<file path="config.mk">
export PLATFORM = sky130hd
export DESIGN_NAME = pulse_burst_gen
export DESIGN_NICKNAME = d
export VERILOG_FILES = /design/src/rtl/pulse_burst_gen.sv
export SDC_FILE = /design/constraint.sdc
export NUM_CORES = 1
export LEC_CHECK = 0
export CELL_PAD_IN_SITES_DETAIL_PLACEMENT = 0
export CELL_PAD_IN_SITES_GLOBAL_PLACEMENT = 1
export CORE_ASPECT_RATIO = 0.9
export CORE_MARGIN = 2
export CORE_UTILIZATION = 41
export DETAILED_ROUTE_END_ITERATION = 10
export PLACE_DENSITY_LB_ADDON = 0.1
export RECOVER_POWER = 50
export SLEW_MARGIN = 20
export SYNTH_ARGS = -nofsm -noshare
export SYNTH_HDL_FRONTEND = slang
export SYNTH_SLANG_ARGS = --single-unit
</file>
<file path="constraint.sdc">
create_clock -name clk -period 4.1 [get_ports clk]
set_input_delay 0.82 -clock clk [delete_from_list [all_inputs] [get_ports clk]]
set_output_delay 0.82 -clock clk [all_outputs]
set_load 0.005 [all_outputs]
</file>
<file path="src/rtl/pulse_burst_gen.sv">
`default_nettype none
// +------------------------------------------------------------------------+
// | Module   : pulse_burst_gen                                             |
// | Function : Triggered burst generator. A start front launches a         |
// |            programmable delay followed by nburst pulses of len ticks   |
// |            separated by gap ticks. Durations count clocks with ce=1.   |
// | Revision : 1.0 - initial release                                       |
// +------------------------------------------------------------------------+
module pulse_burst_gen #(
  parameter int WIDTH  = 8,
  parameter int CWIDTH = 4
) (
  input  logic              clk,
  input  logic              rst,
  input  logic              ce,
  input  logic              start,
  input  logic              abort,
  input  logic              retrig_en,
  input  logic [WIDTH-1:0]  dly,
  input  logic [WIDTH-1:0]  len,
  input  logic [WIDTH-1:0]  gap,
  input  logic [CWIDTH-1:0] nburst,
  output logic              y,
  output logic              busy,
  output logic              done,
  output logic [WIDTH-1:0]  q,
  output logic [CWIDTH-1:0] pcnt
);

  typedef enum logic [1:0] {
    S_IDLE  = 2'd0,
    S_DELAY = 2'd1,
    S_HIGH  = 2'd2,
    S_GAP   = 2'd3
  } state_t;

  localparam logic [WIDTH-1:0]  C_Q_ONE = WIDTH'(1);
  localparam logic [CWIDTH-1:0] C_P_ONE = CWIDTH'(1);

  state_t            r_state;
  state_t            w_state_nxt;
  logic [WIDTH-1:0]  r_q;
  logic [WIDTH-1:0]  w_q_nxt;
  logic [CWIDTH-1:0] r_pcnt;
  logic [CWIDTH-1:0] w_pcnt_nxt;
  logic              r_done;
  logic              w_done_nxt;
  logic              r_startd;
  logic [WIDTH-1:0]  r_dly;
  logic [WIDTH-1:0]  r_len;
  logic [WIDTH-1:0]  r_gap;
  logic [CWIDTH-1:0] r_nburst;
  logic              w_front;
  logic              w_accept;
  logic              w_load;
  logic [WIDTH-1:0]  w_q_inc;
  logic [CWIDTH-1:0] w_pcnt_inc;

  // Front detection uses the raw inputs; a zero-length pulse or empty burst
  // is never launched, and a busy block only restarts when retriggering is on.
  assign w_front    = start & ~r_startd;
  assign w_accept   = w_front & (len != '0) & (nburst != '0)
                    & ((r_state == S_IDLE) | retrig_en);
  assign w_load     = w_accept & ~abort;
  // Phase end is detected as q+1 == limit, which never wraps inside a phase
  // because q stops one short of the latched limit.
  assign w_q_inc    = r_q + C_Q_ONE;
  assign w_pcnt_inc = r_pcnt + C_P_ONE;

  // Start history register, running on every clock regardless of ce.
  always_ff @(posedge clk) begin
    if (rst) begin
      r_startd <= 1'b0;
    end else begin
      r_startd <= start;
    end
  end

  // Shadow copies of the timing inputs, captured only on an accepted front.
  always_ff @(posedge clk) begin
    if (rst) begin
      r_dly    <= '0;
      r_len    <= '0;
      r_gap    <= '0;
      r_nburst <= '0;
    end else if (w_load) begin
      r_dly    <= dly;
      r_len    <= len;
      r_gap    <= gap;
      r_nburst <= nburst;
    end
  end

  // FSM and counter state register.
  always_ff @(posedge clk) begin
    if (rst) begin
      r_state <= S_IDLE;
      r_q     <= '0;
      r_pcnt  <= '0;
      r_done  <= 1'b0;
    end else begin
      r_state <= w_state_nxt;
      r_q     <= w_q_nxt;
      r_pcnt  <= w_pcnt_nxt;
      r_done  <= w_done_nxt;
    end
  end

  // Next-state logic: abort beats a front, a front beats ce-gated counting.
  always_comb begin
    w_state_nxt = r_state;
    w_q_nxt     = r_q;
    w_pcnt_nxt  = r_pcnt;
    w_done_nxt  = 1'b0;
    if (abort) begin
      w_state_nxt = S_IDLE;
      w_q_nxt     = '0;
      w_pcnt_nxt  = '0;
    end else if (w_accept) begin
      w_q_nxt     = '0;
      w_pcnt_nxt  = '0;
      w_state_nxt = (dly != '0) ? S_DELAY : S_HIGH;
    end else if (ce) begin
      case (r_state)
        S_DELAY: begin
          if (w_q_inc == r_dly) begin
            w_state_nxt = S_HIGH;
            w_q_nxt     = '0;
          end else begin
            w_q_nxt = w_q_inc;
          end
        end
        S_HIGH: begin
          if (w_q_inc == r_len) begin
            w_q_nxt    = '0;
            w_pcnt_nxt = w_pcnt_inc;
            if (w_pcnt_inc == r_nburst) begin
              w_state_nxt = S_IDLE;
              w_done_nxt  = 1'b1;
            end else if (r_gap == '0) begin
              w_state_nxt = S_HIGH;
            end else begin
              w_state_nxt = S_GAP;
            end
          end else begin
            w_q_nxt = w_q_inc;
          end
        end
        S_GAP: begin
          if (w_q_inc == r_gap) begin
            w_state_nxt = S_HIGH;
            w_q_nxt     = '0;
          end else begin
            w_q_nxt = w_q_inc;
          end
        end
        default: begin
          w_state_nxt = r_state;
        end
      endcase
    end
  end

  assign y    = (r_state == S_HIGH);
  assign busy = (r_state != S_IDLE);
  assign done = r_done;
  assign q    = r_q;
  assign pcnt = r_pcnt;

endmodule
`default_nettype wire

</file>
Yosys cells after proc, flatten, opt, wreduce, memory -nomap -nowiden
Index checks and enable logic that the tools add are counted.
- $add $sub $neg: 2
- equality and inequality tests: 10
- muxes and demuxes: 14
- bitwise gates (word level): 11
- reductions and logical operators: 15
- operator list (cell ; count):
    8-bit equality test ; 3
    8-bit two-way mux ; 3
    8-bit case mux with 3 select lines ; 1
    8-bit nonzero test ; 2
    2-bit two-way mux ; 7
    8-bit by 1-bit adder with 8-bit output, second input constant ; 1
    8-bit zero test ; 1
    4-bit nonzero test ; 2
    3-bit != test, second input constant ; 2
    2-bit case mux with 3 select lines ; 1
    6-bit OR reduction ; 1
    1-bit AND ; 5
    1-bit inverter ; 5
    5-bit AND reduction ; 1
    4-bit by 1-bit adder with 4-bit output, second input constant ; 1
    2-bit equality test, second input constant ; 2
    4-bit equality test ; 1
    2-bit nonzero test ; 2
    3-bit by 1-bit != test with 1-bit output, second input constant ; 1
    3-bit AND reduction ; 1
    3-bit nonzero test ; 1
    3-bit OR reduction ; 1
    2-bit by 1-bit equality test with 1-bit output, second input constant ; 1
    2-bit zero test ; 1
    other kinds (4) ; 5
- flip-flop bits (word level): 44
- bits of input ports: 34
- output and inout bits: 15
- logic and storage cells: 61

Logic depth before layout (Yosys ltp)
Gate-level depths: netlist (run 1).
- depth after elaboration: 7
- gate-level depth with buffers: 10
- depth with buffers taken out: 8

Worst setup path after synthesis (run 1)
No wires, ideal clock.
- path type: input to register
- from: in len[0]
- to: reg r_dly[0]
- setup time: 0.070 ns
- arrival: 2.247 ns
- required time: 4.030 ns
- slack: 1.783 ns
- cell stages on the path: 8
- buffers on the path: 2
- cell sequence: nor4_1 -> a211oi_1 -> o21ai_1 -> or2_2 -> clkbuf_1 -> buf_1 -> nand2_1 -> a21oi_1
- longest elaborated chain between the ends: 5
- ends and longest elaborated chain (element ; line ; text):
    start: declaration ; 20 ; input logic [WIDTH-1:0] len,
    8-bit nonzero test ; 62 ; assign w_accept = w_front & (len != '0) & (nburst != '0)
    1-bit AND (2 in a row) ; 62 ;
    1-bit AND ; 63 ; & ((r_state == S_IDLE) | retrig_en);
    1-bit AND ; 64 ; assign w_load = w_accept & ~abort;
    end signal: assignment ; 87 ; r_dly <= dly;
    end: declaration ; 49 ; logic [WIDTH-1:0] r_dly;
No other way between the ends.
A chain may end at the register's enable or synchronous reset.

Worst setup path after layout (run 1)
- from: in rst
- to: reg r_state[0]
- longest elaborated chain between the ends: 1
- ends and longest elaborated chain (element ; line ; text):
    start: declaration ; 14 ; input logic rst,
    2-bit OR reduction (no line) ; -- ;
    end signal: assignment ; 102 ; r_state <= w_state_nxt;
    end: declaration ; 40 ; state_t r_state;
No other way between the ends.

==> results of run 1 <==
## kinds of logic after synthesis
kind of cell             count (synthesis)  synth area share (%)
multiplexers                             1                 0.409
adder cells (fa/ha/maj)                  2                  1.02
buffers and inverters                   26                  6.13
AND/OR/NAND/NOR                        128                  24.9
flip-flops                              44                  36.0
XOR/XNOR                                41                  18.1
AO/OA/AOI/OAI                           57                  13.5
## worst paths after layout
path,from,endpoint,slack [ns],depth (start not counted)
max,rst,r_state[0],0.74,7
min,r_dly[0],r_dly[0],0.47,2
max reg2reg,q[0],r_state[0],0.76,9
min reg2reg,r_dly[0],r_dly[0],0.47,2
## registers in the layout, summed over array words and instances (netlist names)
name      flops
r_state       2
q             8
r_dly         8
r_gap         8
r_len         8
r_startd      1
r_nburst      4
done          1
pcnt          4
## worst register-to-register path, delay by kind of cell, from the launching register on
family,cells,cell delay (ns)
buffers and inverters,1,0.46
AND/OR/NAND/NOR,3,0.75
AO/OA/AOI/OAI,3,1.08
adder cells (fa/ha/maj),1,0.39
XOR/XNOR,1,0.26
flip-flops,1,0.31
## synth_stat cells, types with 2 or more instances
library cell	instances
nor4_1	12
a21oi_1	36
nand3_1	9
buf_1	2
o21ai_0	3
nor3b_1	2
xor2_1	12
dfxtp_1	44
nor2b_1	5
o21ai_1	7
nor3_1	5
or2_1	2
buf_6	6
or3_1	2
clkbuf_1	9
a31oi_1	2
nor2_1	11
nand2_1	70
ha_1	2
buf_2	3
xnor2_1	23
inv_1	5
xnor3_1	5
## final cells by class
cell class              instances  area, sq um  share of cell area, %
clock buffers                   8         90.1                   3.01
multi-input cells             229         1420                   47.4
flip-flops and latches         44          881                   29.4
repair buffers                 52          499                   16.7
well taps                      70         87.6                   2.92
inverters                       5         18.8                  0.627
## layer usage
| metal | up-vias | global-route usage, % | routed length [microns] |
|---|---|---|---|
| met2 | 43 | 27.4 | 2590 |
| met3 | 9 | 3.62 | 219 |
| met4 | 0 | 6.83 | 107 |
| met5 | - | 0 | 0 |
| li1 | 1087 | - | - |
| met1 | 983 | 26.7 | 2930 |
## power groups by stage
stage	combinational (mW)	clock [mW]	sequential [mW]
floorplan	0.0598	0	0.459
global placement	0.111	0	0.462
detailed placement	0.112	0	0.462
CTS	0.112	0.290	0.452
global route	0.122	0.307	0.453
finish	0.109	0.283	0.452
## stage by stage
step	hold slack, ns	instances	cell area [sq um]	worst slack [ns]	util [%]
4_1_cts	0.472	408	3010	1.12	52.5
2_1_floorplan	0.448	299	2450	1.78	-
6_report	0.469	408	3000	0.739	52.3
5_1_grt	0.489	408	3000	0.526	52.3
3_3_place_gp	0.455	400	2920	0.915	50.9
3_5_place_dp	0.461	400	2920	0.892	50.9
==> flow_summary.toml, run 1 <==
[worst_setup_path]
start_kind = "input pin"
criticalPathCategory = "in2reg"
worst-path-buf-inv = 3
path_cells = "dlygate4sd3_1, clkbuf_1, nor2_1, nand2_1, clkbuf_1, a2111o_1, a311oi_2"
endpoint_kind = "flop"
cp.arrival_ns = 3.48
critPathMaxFanout = 31
worst_ep_required_time_ns = 4.22
slowest_delay_ns = 1.06
cpMaxStageDelayCell = "clkbuf_1"
crit_top_cell = "clkbuf_1"
path_delay_family = "buffers and inverters"

[pwr]
seqPwrFrac_pct = 53.5
p_total_mw = 0.844
power_frac_comb_pct = 12.9
leakagePower_nw = 1.10
peakVddDrop_uv = 159
p_sw_share_pct = 24.7
switchingPower_mw = 0.209
power_density_nw_per_um2 = 282
clkPwrFrac_pct = 33.5
p_int_mw = 0.635

[detailed_routing]
ant_nets = 0
drt_iter0_drc = 153
vias = 2122
avgViaCountPerCell = 5.20
remaining_drc_errors = 0
wl_microns = 5850
wire_per_inst_microns = 14.3
firstDrtPassIters = 4

[yosys]
synth-seq-area-share_pct = 36.0
netlist_instances = 299
synth_area_leaders = "dfxtp_1, nand2_1, xnor2_1"
synth_edf_count = 0
synth_top_area_cell = "dfxtp_1"
synth_area_sq_um = 2450
ys.flop_type = "dfxtp_1"
avgSynthCellArea_sq_um = 8.19
ys_warn_count = 0
synth-seq-cells = 44
yosysTopAreaCellShare_pct = 36.0
ys_async_sr_fraction_pct = 0
ys_types = 45
synth_fp_nets = 335

[outcome]
status = "completed"

[placed_design]
io_buffers = 48
place_congestion = 0.828
dp_hpwl_microns = 4450

[timing]
rsz0062_at_grt = "false"
fin_tns_setup_ns = 0
hold_viol = 0
max_freq_ghz = 0.298
slew_headroom_pct = 2.82
worstMarginPinSlew_ns = 1.46
setup-violations-final = 0
min_period_over_period_pct = 82.0
slew_viol_final = 0
clock_skew_ns = 0.00525
post-route-min-period_ns = 3.36

[cells_and_area]
final_common_cell = "nand2_1"
final_nets = 373
fillerInstances = 598
layout-drive-gt1-share_pct = 4.44
final_cell_mix = "nand2_1, dfxtp_1, a21oi_1, clkdlybuf4s50_1, xnor2_1"
num_antenna_cells = 0
syn_to_final_growth_pct = 22.3

[global_route]
grt_usage_pct = 18.5
grt_overflow = 0
grt_pass1_vias = 1935
grt_max_degree = 32
grt_pass1_wl_microns = 9520
antenna_found_initial = 0

[clock_tree]
clock_sinks = 44
postCtsHoldBufs = 0
cts.reportedPaths.clkPinSlew_ns = 0.08
cts-root-buf = "clkbuf_8"
clk_latency_ns = 0.30
ctsResizeCount = 0
cts_buffers = 5
cts_setup_buffers = 0
cts_tree = "built"
clockBufferDepth = 2
htreeDepth = 2

[die]
row_count = 26
die_y_microns = 77.3
die-area_sq_um = 6610
start_util_pct = 42.8
core-area_sq_um = 5730
die_w_microns = 85.5
io_pins = 49

[flow_run]
max_cap_viol_count = 0

[min_path]
hp-class = "reg2reg"
No activity file was read; power rests on OpenSTA's default activity.
==> run 2, diff against run 1 <==
--- a/config.mk
+++ b/config.mk
@@ -9,7 +9,7 @@
 export CELL_PAD_IN_SITES_GLOBAL_PLACEMENT = 1
 export CORE_ASPECT_RATIO = 0.9
 export CORE_MARGIN = 2
-export CORE_UTILIZATION = 41
+export CORE_UTILIZATION = 38
 export DETAILED_ROUTE_END_ITERATION = 10
 export PLACE_DENSITY_LB_ADDON = 0.1
 export RECOVER_POWER = 50
==> constraint.sdc (replaced) <==
create_clock -name clk -period 3.5 [get_ports clk]
set_input_delay 0.7 -clock clk [delete_from_list [all_inputs] [get_ports clk]]
set_output_delay 0.7 -clock clk [all_outputs]
set_load 0.005 [all_outputs]
==> flow_summary.toml, run 2 (same netlist as run 1, synthesis figures left out) <==
[global_route]
grt_overflow = 0
antenna_found_initial = 0
grt_pass1_wl_microns = 9590
grt_max_degree = 32
grt_pass1_vias = 1912
grt_usage_pct = 17.4

[timing]
fin_tns_setup_ns = 0
clock_skew_ns = 0.00786
holdWs_ns = 0.470
min_period_over_period_pct = 83.9
post-route-min-period_ns = 2.94
slew_headroom_pct = 9.70
setup-violations-final = 0
rsz0062_at_grt = "false"
setup_ws_ns = 0.562
slew_viol_final = 0
max_freq_ghz = 0.340
worstMarginPinSlew_ns = 1.35
hold_viol = 0

[detailed_routing]
remaining_drc_errors = 0
firstDrtPassIters = 4
vias = 2095
avgViaCountPerCell = 4.93
drt_iter0_drc = 46
ant_nets = 0
wl_microns = 5830
wire_per_inst_microns = 13.7

[worst_setup_path]
criticalPathCategory = "reg2reg"
reg2reg_to = "q[7]"
worstRegToRegCells = 10
reg2reg_from = "q[0]"
cp.arrival_ns = 3.16
ff2ff_setup_slack_ns = 0.56
worst_ep_required_time_ns = 3.72
critPathMaxFanout = 10
endpoint_kind = "flop"
start_kind = "flop"

[clock_tree]
cts-root-buf = "clkbuf_8"
cts_buffers = 5
cts_setup_buffers = 0
postCtsHoldBufs = 0
htreeDepth = 2
cts.reportedPaths.clkPinSlew_ns = 0.08
ctsResizeCount = 0
clockBufferDepth = 2
clk_latency_ns = 0.29
clock_sinks = 44
cts_tree = "built"

[die]
die_y_microns = 80.2
start_util_pct = 39.6
core-area_sq_um = 6180
io_pins = 49
die-area_sq_um = 7110
row_count = 27
die_w_microns = 88.6

[pwr]
leakagePower_nw = 1.11
power_density_nw_per_um2 = 318
power_frac_comb_pct = 13.4
peakVddDrop_uv = 167
p_total_mw = 0.959
seqPwrFrac_pct = 55.3
clkPwrFrac_pct = 31.3
switchingPower_mw = 0.239
p_sw_share_pct = 24.9
p_int_mw = 0.721

[min_path]
hold_start = "r_dly[4]"
hold-path-endpoint = "r_dly[4]"
worstHoldPathCells = 2
hp-class = "reg2reg"

[flow_run]
max_cap_viol_count = 0

[cells_and_area]
regArea_sq_um = 881
num_antenna_cells = 0
layout-drive-gt1-share_pct = 4.73
final_cell_mix = "nand2_1, dfxtp_1, a21oi_1, clkdlybuf4s50_1, xnor2_1"
final-instance-count-excl-fill = 425
multi_input_area_sq_um = 1420
final_nets = 374
syn_to_final_growth_pct = 23.1
fillerInstances = 647
final_common_cell = "nand2_1"

[placed_design]
place_congestion = 0.858
place_ws_ns = 0.528
dp_hpwl_microns = 4530
io_buffers = 48
place_inst = 418

[outcome]
status = "completed"
run 2: critical path: stages (launching register included):
cell      delay, ns
dfxtp_1        0.31
clkbuf_1       0.44
ha_1           0.39
and3_1         0.31
xnor3_1        0.25
and4b_1        0.20
and4_4         0.20
a211oi_2       0.27
buf_4          0.22
nand3_1        0.09
a31oi_1        0.17
run 2: per-stage QoR:
step           instance area (sq um)  utilization, %
2_1_floorplan                   2450               -
3_3_place_gp                    2950            47.6
3_5_place_dp                    2950            47.6
4_1_cts                         3020            48.9
5_1_grt                         3020            48.8
6_report                        3020            48.8
run 2: worst max path at each step:
stage / from / endpoint
after floorplan: q[1] / r_state[0]
after global placement: nburst[0] / r_state[0]
after detailed placement: nburst[0] / r_state[0]
after CTS: nburst[0] / r_state[0]
after global routing: q[0] / r_state[0]
final: q[0] / q[7]
run 2: final cells by class:
| class | count | share of cell area, % |
|---|---|---|
| multi-input cells | 229 | 47.1 |
| flip-flops and latches | 44 | 29.2 |
| repair buffers | 53 | 16.9 |
| well taps | 87 | 3.61 |
| clock buffers | 6 | 2.41 |
| inverters | 5 | 0.622 |
| clock inverters | 1 | 0.166 |
run 2: power groups by stage:
| stage | combinational, mW | sequential, mW | clock [mW] |
|---|---|---|---|
| after detailed placement | 0.131 | 0.542 | 0 |
| after global placement | 0.131 | 0.542 | 0 |
| final | 0.129 | 0.530 | 0.300 |
| after global routing | 0.143 | 0.532 | 0.335 |
| after floorplan | 0.0701 | 0.538 | 0 |
| after CTS | 0.132 | 0.530 | 0.309 |
run 2: per-layer routing:
metal	share of wire (%)	routed length (microns)	track usage [%]	vias to the layer above
met5	0	0	0	-
met4	0.89	52	4.09	0
met3	4.4	254	3.49	7
met2	43	2490	25.7	45
met1	52	3030	25.7	948
li1	-	-	-	1095
==> run 3, diff against run 2 <==
--- a/config.mk
+++ b/config.mk
@@ -9,7 +9,7 @@
 export CELL_PAD_IN_SITES_GLOBAL_PLACEMENT = 1
 export CORE_ASPECT_RATIO = 0.9
 export CORE_MARGIN = 2
-export CORE_UTILIZATION = 38
+export CORE_UTILIZATION = 34
 export DETAILED_ROUTE_END_ITERATION = 10
 export PLACE_DENSITY_LB_ADDON = 0.1
 export RECOVER_POWER = 50
==> constraint.sdc (replaced) <==
create_clock -name clk -period 2.55 [get_ports clk]
set_input_delay 0.51 -clock clk [delete_from_list [all_inputs] [get_ports clk]]
set_output_delay 0.51 -clock clk [all_outputs]
set_load 0.005 [all_outputs]
==> flow_summary.toml, run 3 (same netlist as run 1, synthesis figures left out) <==
[timing]
slew_headroom_pct = 64.1
setup-violations-final = 0
post-route-min-period_ns = 2.35
slew_viol_final = 0
hold_viol = 0
max_freq_ghz = 0.425
worstMarginPinSlew_ns = 0.534
rsz0062_at_grt = "false"
min_period_over_period_pct = 92.2
clock_skew_ns = 0.00587
fin_tns_setup_ns = 0

[die]
die_w_microns = 93.5
die-area_sq_um = 7900
die_y_microns = 84.5
io_pins = 49
row_count = 29
core-area_sq_um = 7000
start_util_pct = 35.0

[worst_setup_path]
worst_ep_required_time_ns = 2.76
slowest_delay_ns = 0.55
worst-path-buf-inv = 0
cpMaxStageDelayCell = "dfxtp_1"
cp.arrival_ns = 2.56
path_cells = "nand4_2, or2_0, xnor2_1, and4_4, nand2_4, a2111o_1, a311oi_2"
path_delay_family = "simple AND/OR/NAND/NOR gates"
worstRegToRegCells = 7
reg2reg_from = "q[2]"
start_kind = "flop"
ff2ff_setup_slack_ns = 0.20
criticalPathCategory = "reg2reg"
critPathMaxFanout = 10
endpoint_kind = "flop"
reg2reg_to = "r_state[0]"

[pwr]
peakVddDrop_uv = 175
power_density_nw_per_um2 = 438
p_total_mw = 1.37
leakagePower_nw = 1.15

[clock_tree]
cts.reportedPaths.clkPinSlew_ns = 0.08
cts_setup_buffers = 0
cts-root-buf = "clkbuf_8"
htreeDepth = 2
clk_latency_ns = 0.29
clockBufferDepth = 2
clock_sinks = 44
cts_buffers = 5
cts_tree = "built"

[detailed_routing]
drt_iter0_drc = 55
wire_per_inst_microns = 14.3
firstDrtPassIters = 4
vias = 2159
avgViaCountPerCell = 4.87
wl_microns = 6320
ant_nets = 0
remaining_drc_errors = 0

[cells_and_area]
fillerInstances = 694
final_common_cell = "nand2_1"
final_cell_mix = "nand2_1, dfxtp_1, a21oi_1, clkdlybuf4s50_1, xnor2_1"
final_nets = 385
syn_to_final_growth_pct = 27.8
layout-drive-gt1-share_pct = 8.29
num_antenna_cells = 0

[outcome]
status = "completed"

[min_path]
hold_start = "r_dly[4]"
worstHoldPathCells = 2
hp-class = "reg2reg"
hold-path-endpoint = "r_dly[4]"

[placed_design]
io_buffers = 48
dp_hpwl_microns = 4950
place_congestion = 0.765

[global_route]
grt_usage_pct = 16.7
antenna_found_initial = 0
grt_pass1_vias = 2011
grt_max_degree = 31
grt_overflow = 0
grt_pass1_wl_microns = 10300

[flow_run]
max_cap_viol_count = 0
run 3: repair_timing:
item                                    CTS  global route
hold buffers                              0             0
resized for setup                         0             1
endpoints found under the setup margin    0             3
run 3: worst max-delay path by stage:
stage / startpoint / to / slack (ns) / depth (start not counted)
final: q[2] / r_state[0] / 0.20 / 7
after detailed placement: nburst[0] / r_state[0] / 0.06 / 7
after global placement: nburst[0] / r_state[0] / 0.06 / 7
after floorplan: q[1] / r_state[0] / 0.33 / 9
after global routing: q[2] / r_state[0] / 0.02 / 7
after CTS: q[0] / q[5] / 0.17 / 9
run 3: per-stage QoR:
step                hold slack (ns)  cell area, sq um  setup WS (ns)  utilization, %  instances
global route                  0.495              3130         0.0195            44.7        443
global placement              0.459              3060         0.0617            43.7        435
floorplan                     0.448              2450          0.326               -        299
detailed placement            0.462              3060         0.0581            43.7        435
CTS                           0.474              3150          0.168            45.0        443
finish                        0.473              3130          0.199            44.7        443
run 3: cell type report:
| cell class | instances | area (sq um) | area share [%] |
|---|---|---|---|
| clock buffer | 7 | 86.3 | 2.76 |
| clock inverter | 1 | 7.51 | 0.240 |
| inverter | 5 | 18.8 | 0.600 |
| multi-input combinational | 229 | 1420 | 45.4 |
| sequential | 44 | 881 | 28.1 |
| tap | 93 | 116 | 3.72 |
| timing repair buffer | 64 | 599 | 19.1 |
run 3: report_power, final:
| part | switching (mW) | internal (mW) | total [mW] | leakage [nW] |
|---|---|---|---|---|
| combinational | 0.0869 | 0.101 | 0.188 | 0.752 |
| clock | 0.234 | 0.220 | 0.455 | 0.0445 |
| sequential | 0.0202 | 0.708 | 0.729 | 0.357 |
run 3: metal layers:
metal,GRT usage [%],share of wire [%],up-vias
li1,-,-,1120
met5,0,0,-
met1,24.6,51,991
met4,3.61,0.46,0
met2,25.5,43,46
met3,2.87,5.0,2
run 3: worst min-delay path: stages (launching register included):
cell and delay, ns:
dfxtp_1 0.32, nand2_1 0.06, a21oi_1 0.05
